--- src/rtl/leds_pkg.sv ---
// rtl/leds_pkg.sv - shared channel-state encoding, width defaults and duty curve for leds_pwm_fade
package leds_pkg;

  localparam int BW_DEFAULT  = 4;
  localparam int MAX_DEFAULT = (1 << BW_DEFAULT) - 1;
  localparam int GAMMA_W     = 16;

  typedef enum logic [1:0] {
    ST_OFF,
    ST_RISING,
    ST_ON,
    ST_FALLING
  } chan_state_t;

  // Perceptual curve: b^2 / 2^bw, with full scale pinned so "fully on" stays solid.
  function automatic logic [GAMMA_W-1:0] gamma(input logic [GAMMA_W-1:0] b, input int bw);
    logic [2*GAMMA_W-1:0] sq;
    logic [GAMMA_W-1:0]   mx;
    mx = GAMMA_W'((32'd1 << bw) - 32'd1);
    sq = {{GAMMA_W{1'b0}}, b} * {{GAMMA_W{1'b0}}, b};
    if (b == mx) return mx;
    return GAMMA_W'(sq >> bw);
  endfunction

endpackage

--- src/rtl/leds_fade_chan.sv ---
// rtl/leds_fade_chan.sv - one LED channel: brightness ramp and PWM comparator
// Duty curve selected by LEDS_PWM_GAMMA_EN (defined: gamma, undefined: linear).
module leds_fade_chan
  import leds_pkg::*;
#(
  parameter int BW   = BW_DEFAULT,
  parameter int STEP = 1
) (
  input  logic          clk,
  input  logic          rstn,
  input  logic          din_bit,
  input  logic          fade_tick,
  input  logic [BW-1:0] pwm_cnt,
  output logic          led
);

  localparam logic [BW-1:0] MAX    = {BW{1'b1}};
  localparam logic [BW:0]   STEP_W = (BW + 1)'(STEP);
  localparam logic [BW-1:0] STEP_B = BW'(STEP);

  logic [BW-1:0] b;
  logic [BW-1:0] d;
  logic [BW:0]   up_sum;
  chan_state_t   st;

  always_comb begin
    st = ST_OFF;
    if (din_bit) st = (b == MAX) ? ST_ON : ST_RISING;
    else         st = (b == '0)  ? ST_OFF : ST_FALLING;
  end

  // One extra bit so the saturating add can never wrap back to dim.
  assign up_sum = {1'b0, b} + STEP_W;

`ifdef LEDS_PWM_GAMMA_EN
  assign d = BW'(gamma(GAMMA_W'(b), BW));
`else
  assign d = b;
`endif

  always_ff @(posedge clk or negedge rstn) begin
    if (!rstn) begin
      b   <= '0;
      led <= 1'b0;
    end else begin
      if (fade_tick) begin
        unique case (st)
          ST_RISING:  b <= (up_sum >= {1'b0, MAX}) ? MAX : up_sum[BW-1:0];
          ST_FALLING: b <= (b >= STEP_B) ? b - STEP_B : '0;
          default:    ;
        endcase
      end
      led <= (d == MAX) ? 1'b1 : (pwm_cnt < d);
    end
  end

endmodule

--- src/rtl/leds_pwm_fade.sv ---
// rtl/leds_pwm_fade.sv - soft on/off PWM fader for the LED counter pattern
// Optional perceptual duty curve: define LEDS_PWM_GAMMA_EN.
module leds_pwm_fade
  import leds_pkg::*;
#(
  parameter int NLEDS    = 5,
  parameter int BW       = BW_DEFAULT,
  parameter int FADE_DIV = 65536,
  parameter int STEP     = 1
) (
  input  logic             clk,
  input  logic             rstn,
  input  logic [NLEDS-1:0] din,
  output logic [NLEDS-1:0] leds,
  output logic             fade_tick
);

  localparam int              PW         = $clog2(FADE_DIV);
  localparam logic [PW-1:0]   PRESC_LAST = PW'(FADE_DIV - 1);

  logic [NLEDS-1:0] din_r;
  logic [BW-1:0]    pwm_cnt;
  logic [PW-1:0]    presc;

  always_ff @(posedge clk or negedge rstn) begin
    if (!rstn) begin
      din_r   <= '0;
      pwm_cnt <= '0;
      presc   <= '0;
    end else begin
      din_r   <= din;
      pwm_cnt <= pwm_cnt + 1'b1;
      presc   <= (presc == PRESC_LAST) ? '0 : presc + 1'b1;
    end
  end

  // Decoded from the reset-cleared prescaler, so it drops with rstn immediately.
  assign fade_tick = (presc == PRESC_LAST);

  for (genvar i = 0; i < NLEDS; i++) begin : g_chan
    leds_fade_chan #(
      .BW   (BW),
      .STEP (STEP)
    ) u_chan (
      .clk       (clk),
      .rstn      (rstn),
      .din_bit   (din_r[i]),
      .fade_tick (fade_tick),
      .pwm_cnt   (pwm_cnt),
      .led       (leds[i])
    );
  end

endmodule

--- config.mk ---
export PLATFORM = sky130hd
export DESIGN_NAME = leds_pwm_fade
export DESIGN_NICKNAME = d
export VERILOG_FILES = /design/src/rtl/leds_pkg.sv /design/src/rtl/leds_fade_chan.sv /design/src/rtl/leds_pwm_fade.sv
export SDC_FILE = /design/constraint.sdc
export NUM_CORES = 1
export LEC_CHECK = 0
export ABC_CLOCK_PERIOD_IN_PS = 3100
export BUFFER_PORTS_ARGS = -buffer_cell sky130_fd_sc_hd__buf_2
export CORE_ASPECT_RATIO = 0.5
export CORE_MARGIN = 2
export CORE_UTILIZATION = 60
export DETAILED_ROUTE_END_ITERATION = 10
export MAX_ROUTING_LAYER = met4
export PLACE_DENSITY = 0.77
export SYNTH_ARGS = -nofsm -noshare
export SYNTH_HDL_FRONTEND = slang
export SYNTH_HIERARCHICAL = 1
export SYNTH_SLANG_ARGS = --single-unit
--- constraint.sdc ---
create_clock -name clk -period 3.1 [get_ports clk]
set_input_delay 0.155 -clock clk [delete_from_list [all_inputs] [get_ports clk]]
set_output_delay 0.155 -clock clk [all_outputs]
set_load 0.1 [all_outputs]
==> summary.txt <==
Setup path
  – Critical path fanouts, max: 17
  – Worst path arrival time: 2370 ps
  – Family of cells with the greatest summed delay on the critical path: simple AND/OR/NAND/NOR gates
  – Ordered cell list for the critical path: ha_1 -> and4_1 -> nand2_1 -> nor2_4 -> buf_2
  – Critical Setup Path Class: reg2out
  – CP Depth: 5
  – Required time at the endpoint of the critical path: 2940 ps
  – Critical-path cell with the highest stage delay: sky130_fd_sc_hd__buf_2
  – Crit path largest cell delay: 540 ps
  – Crit path launch type: flip-flop
  – Worst flop-to-flop path startpoint: presc[0]
  – Capturing element type of the critical path: primary output
  – Critical path startpoint: presc[0]
  – Count of cells along the worst register-to-register path: 7
  – WP buf/inv: 1

Place
  – Worst setup slack before clock tree synthesis: 695 ps
  – Weighted congestion reported at the end of routability-driven placement: 0.837
  – Placed cell count: 463
  – Port Buf Inserts: 12
  – Cell Area, Placed: 0.00371 mm2
  – Detailed-placement wirelength estimate: 5500 um

Global route
  – First-pass GRT wire length: 12600 um
  – Total global routing overflow: 0
  – GRT Util Overall: 24.1%
  – Maximum number of pins on one net before global-route repair: 31
  – Number of antenna violations at the first check in global routing: 0
  – Vias in the first global route: 2713

Cells and area
  – Final core utilization: 64.8%
  – Ant. Diodes: 0
  – Proportion of layout cells with a drive suffix above 1: 14.4%
  – Final non-filler cell area: 0.00391 mm2
  – Syn-to-layout area delta: 5.43%
  – Count of placed standard cells in the final layout, fillers left out: 476
  – Final Net Count: 437

Clock tree
  – CTS tree: yes
  – Post-CTS setup repair buffer count: 0
  – Number of hold buffers added after CTS: 6
  – Clock network latency to the later pin of the worst-skew pair: 290 ps
  – Gates resized, CTS repair: 0
  – Number of buffers on the longest clock path: 2
  – Number of buffers created by CTS: 5
  – Root cell of the clock tree: sky130_fd_sc_hd__clkbuf_16
  – Clock transition at the registers of the reported paths: 70 ps
  – H-tree level count: 2
  – Number of clock sinks: 50

STA
  – Relative max-transition margin: 63.2%
  – Max frequency: 397 MHz
  – PnR worst setup slack: 578 ps
  – Time the final worst path needs with I/O delays and setup: 2520 ps
  – Number of endpoints with negative hold slack in the final report: 0
  – Setup Skew: 5.34 ps
  – Part of the cycle the worst path needs: 81.3%
  – Worst hold slack across all endpoints: 363 ps
  – Slew @ Worst Pin: 550 ps
  – Unrepaired setup endpoints after global routing: false
  – Final Max Slew Viols: 0
  – Setup tns final: 0 ps
  – Setup violators final: 0

Routing
  – Antenna viol nets, final: 0
  – Routed via count divided by cell count: 6.31
  – Remaining DRCs: 0
  – First-pass iteration count of the detailed router: 7
  – Routed wire length per instance: 16.0 um
  – Number of vias after detailed routing: 3002
  – Initial detailed-routing violation count: 215
  – Drt total wl: 7630 um

Power and ir drop
  – Clk network pwr share: 43.5%
  – Peak supply drop: 0.217 mV
  – Pwr Density: 312 mW/mm2
  – Power, Total: 1.22 mW
  – Fraction of power consumed by combinational cells: 2.2%
  – Cell-internal power: 960 uW
  – Sequential fraction of design power: 54.4%
  – Net Sw Frac: 21.3%
  – Leakage power total: 1.73 nW
  – Total net switching power: 260 uW

Die
  – Width of the die: 115 um
  – Height of the die: 59.6 um
  – Total die area: 0.00686 mm2
  – Core area: 0.00603 mm2
  – Count of standard-cell rows: 20
  – # IOs: 13
  – Effective utilization at floorplan: 61.5%

Yosys
  – Ranking of synthesized cells by instance count: 50 x sky130_fd_sc_hd__dfrtp_1, 42 x sky130_fd_sc_hd__ha_1, 21 x sky130_fd_sc_hd__inv_1, 21 x sky130_fd_sc_hd__nand3_1, 19 x sky130_fd_sc_hd__nor2_1
  – Unique masters post-synth: 44
  – Number of register bits inferred by synthesis: 50
  – Fraction of registers with async set/reset: 100%
  – Syn_nets: 429
  – Count of flip-flops with a built-in enable after synthesis: 0
  – Area share of the leading cell type in the synthesized netlist: 33.7%
  – Mapped Area: 0.00371 mm2
  – Mean area per synthesized cell: 9.76 um2
  – Most instantiated library cell after synthesis: sky130_fd_sc_hd__dfrtp_1
  – Leading cell types by total area after synthesis: sky130_fd_sc_hd__dfrtp_1 34%, sky130_fd_sc_hd__ha_1 14%, sky130_fd_sc_hd__buf_6 3.3%
  – Cell taking the most area after synthesis: sky130_fd_sc_hd__dfrtp_1
  – Sequential cell area fraction in the yosys report: 33.7%
  – Number of warnings issued by yosys: 6
  – Top_reg_cell synth: sky130_fd_sc_hd__dfrtp_1
  – Synthesized instance count: 380

Hold path
  – Worst Hold Class: in2async

Run
  – Max_cap viols: 0

Outcome
  – Status: complete, no violations
cell families (layout without fill, tap and decap cells):
group	Yosys count	after routing	share of synthesized area, %
simple gates	125	125	19.7
compound gates	104	104	21.3
flops	50	50	33.7
buf+inv	44	52	7.39
fa+ha+maj	42	42	14.2
xor+xnor	13	13	3.07
mux	2	2	0.540
cell type report:
type                    count  area, um2
flip-flops and latches     50       1250
fillers                   455       2120
inverters                  26       97.6
clock inverters             2       15.0
multi-input cells         286       2180
clock buffers               5        125
repair buffers             19        128
well taps                  88        110
registers in the layout, summed over array words and instances (netlist names):
name and cells:
g_chan.u_chan/b 20, presc 16, din_r 5, g_chan.u_chan/led 5, pwm_cnt 4
cell usage in the layout (no fill, tap or decap), types with 2 or more instances in the layout:
master                          count
sky130_fd_sc_hd__a311oi_1          10
sky130_fd_sc_hd__a21oi_1           17
sky130_fd_sc_hd__a22oi_2            5
sky130_fd_sc_hd__nand4_1            7
sky130_fd_sc_hd__dfrtp_1           50
sky130_fd_sc_hd__clkbuf_16          5
sky130_fd_sc_hd__ha_1              42
sky130_fd_sc_hd__dlygate4sd3_1      6
sky130_fd_sc_hd__a211o_1            5
sky130_fd_sc_hd__or4_1              5
sky130_fd_sc_hd__clkinvlp_4         2
sky130_fd_sc_hd__nor4_1             5
sky130_fd_sc_hd__o22ai_1           10
sky130_fd_sc_hd__o21bai_1           5
sky130_fd_sc_hd__nand2b_1           5
sky130_fd_sc_hd__a31oi_1           10
sky130_fd_sc_hd__inv_2              5
sky130_fd_sc_hd__inv_1             21
sky130_fd_sc_hd__a21o_2             5
sky130_fd_sc_hd__and4_1             2
sky130_fd_sc_hd__or4b_1             5
sky130_fd_sc_hd__o21ai_0            5
sky130_fd_sc_hd__nor3_1            17
sky130_fd_sc_hd__and3_1             2
sky130_fd_sc_hd__o311a_2            5
sky130_fd_sc_hd__a21o_1            10
sky130_fd_sc_hd__nor2b_1            6
sky130_fd_sc_hd__xor2_1             8
sky130_fd_sc_hd__a221oi_1           5
sky130_fd_sc_hd__nand3_2            6
sky130_fd_sc_hd__nand2_1           15
sky130_fd_sc_hd__or2_2              5
sky130_fd_sc_hd__nand3_1           21
sky130_fd_sc_hd__o211ai_1           5
sky130_fd_sc_hd__buf_2             12
sky130_fd_sc_hd__a221o_1            5
sky130_fd_sc_hd__nor2_1            19
sky130_fd_sc_hd__mux2i_1            2
sky130_fd_sc_hd__xnor2_1            5
power by group through the flow:
stage	Sequential, mW	Combinational [mW]	Clock (mW)
finish	0.663	0.0264	0.530
CTS	0.663	0.0275	0.543
detailed placement	0.675	0.0218	0
global route	0.664	0.0299	0.576
floorplan	0.669	0.0145	0
global placement	0.675	0.0207	0
routing by layer:
| layer | GRT usage [%] | vias up | part of all wire, % | routed length, um |
|---|---|---|---|---|
| li1 | - | 1442 | - | - |
| met1 | 31.7 | 1443 | 46 | 3490 |
| met2 | 39.3 | 105 | 48 | 3650 |
| met3 | 4.70 | 12 | 5.5 | 417 |
| met4 | 4.82 | 0 | 0.90 | 69 |
| met5 | - | - | 0 | 0 |
path summary, 6_finish.rpt:
| check | endpoint | slack [ps] |
|---|---|---|
| worst min register to register | presc[0] | 490 |
| worst max register to register | g_chan[1].u_chan/b[2] | 650 |
| min in group clk | presc[0] | 490 |
| worst min-delay path | g_chan[4].u_chan/b[2] | 360 |
| max in group asynchronous | g_chan[2].u_chan/b[2] | 1960 |
| worst max-delay path | fade_tick | 580 |
Note: power is estimated with default switching activity, not from simulation.
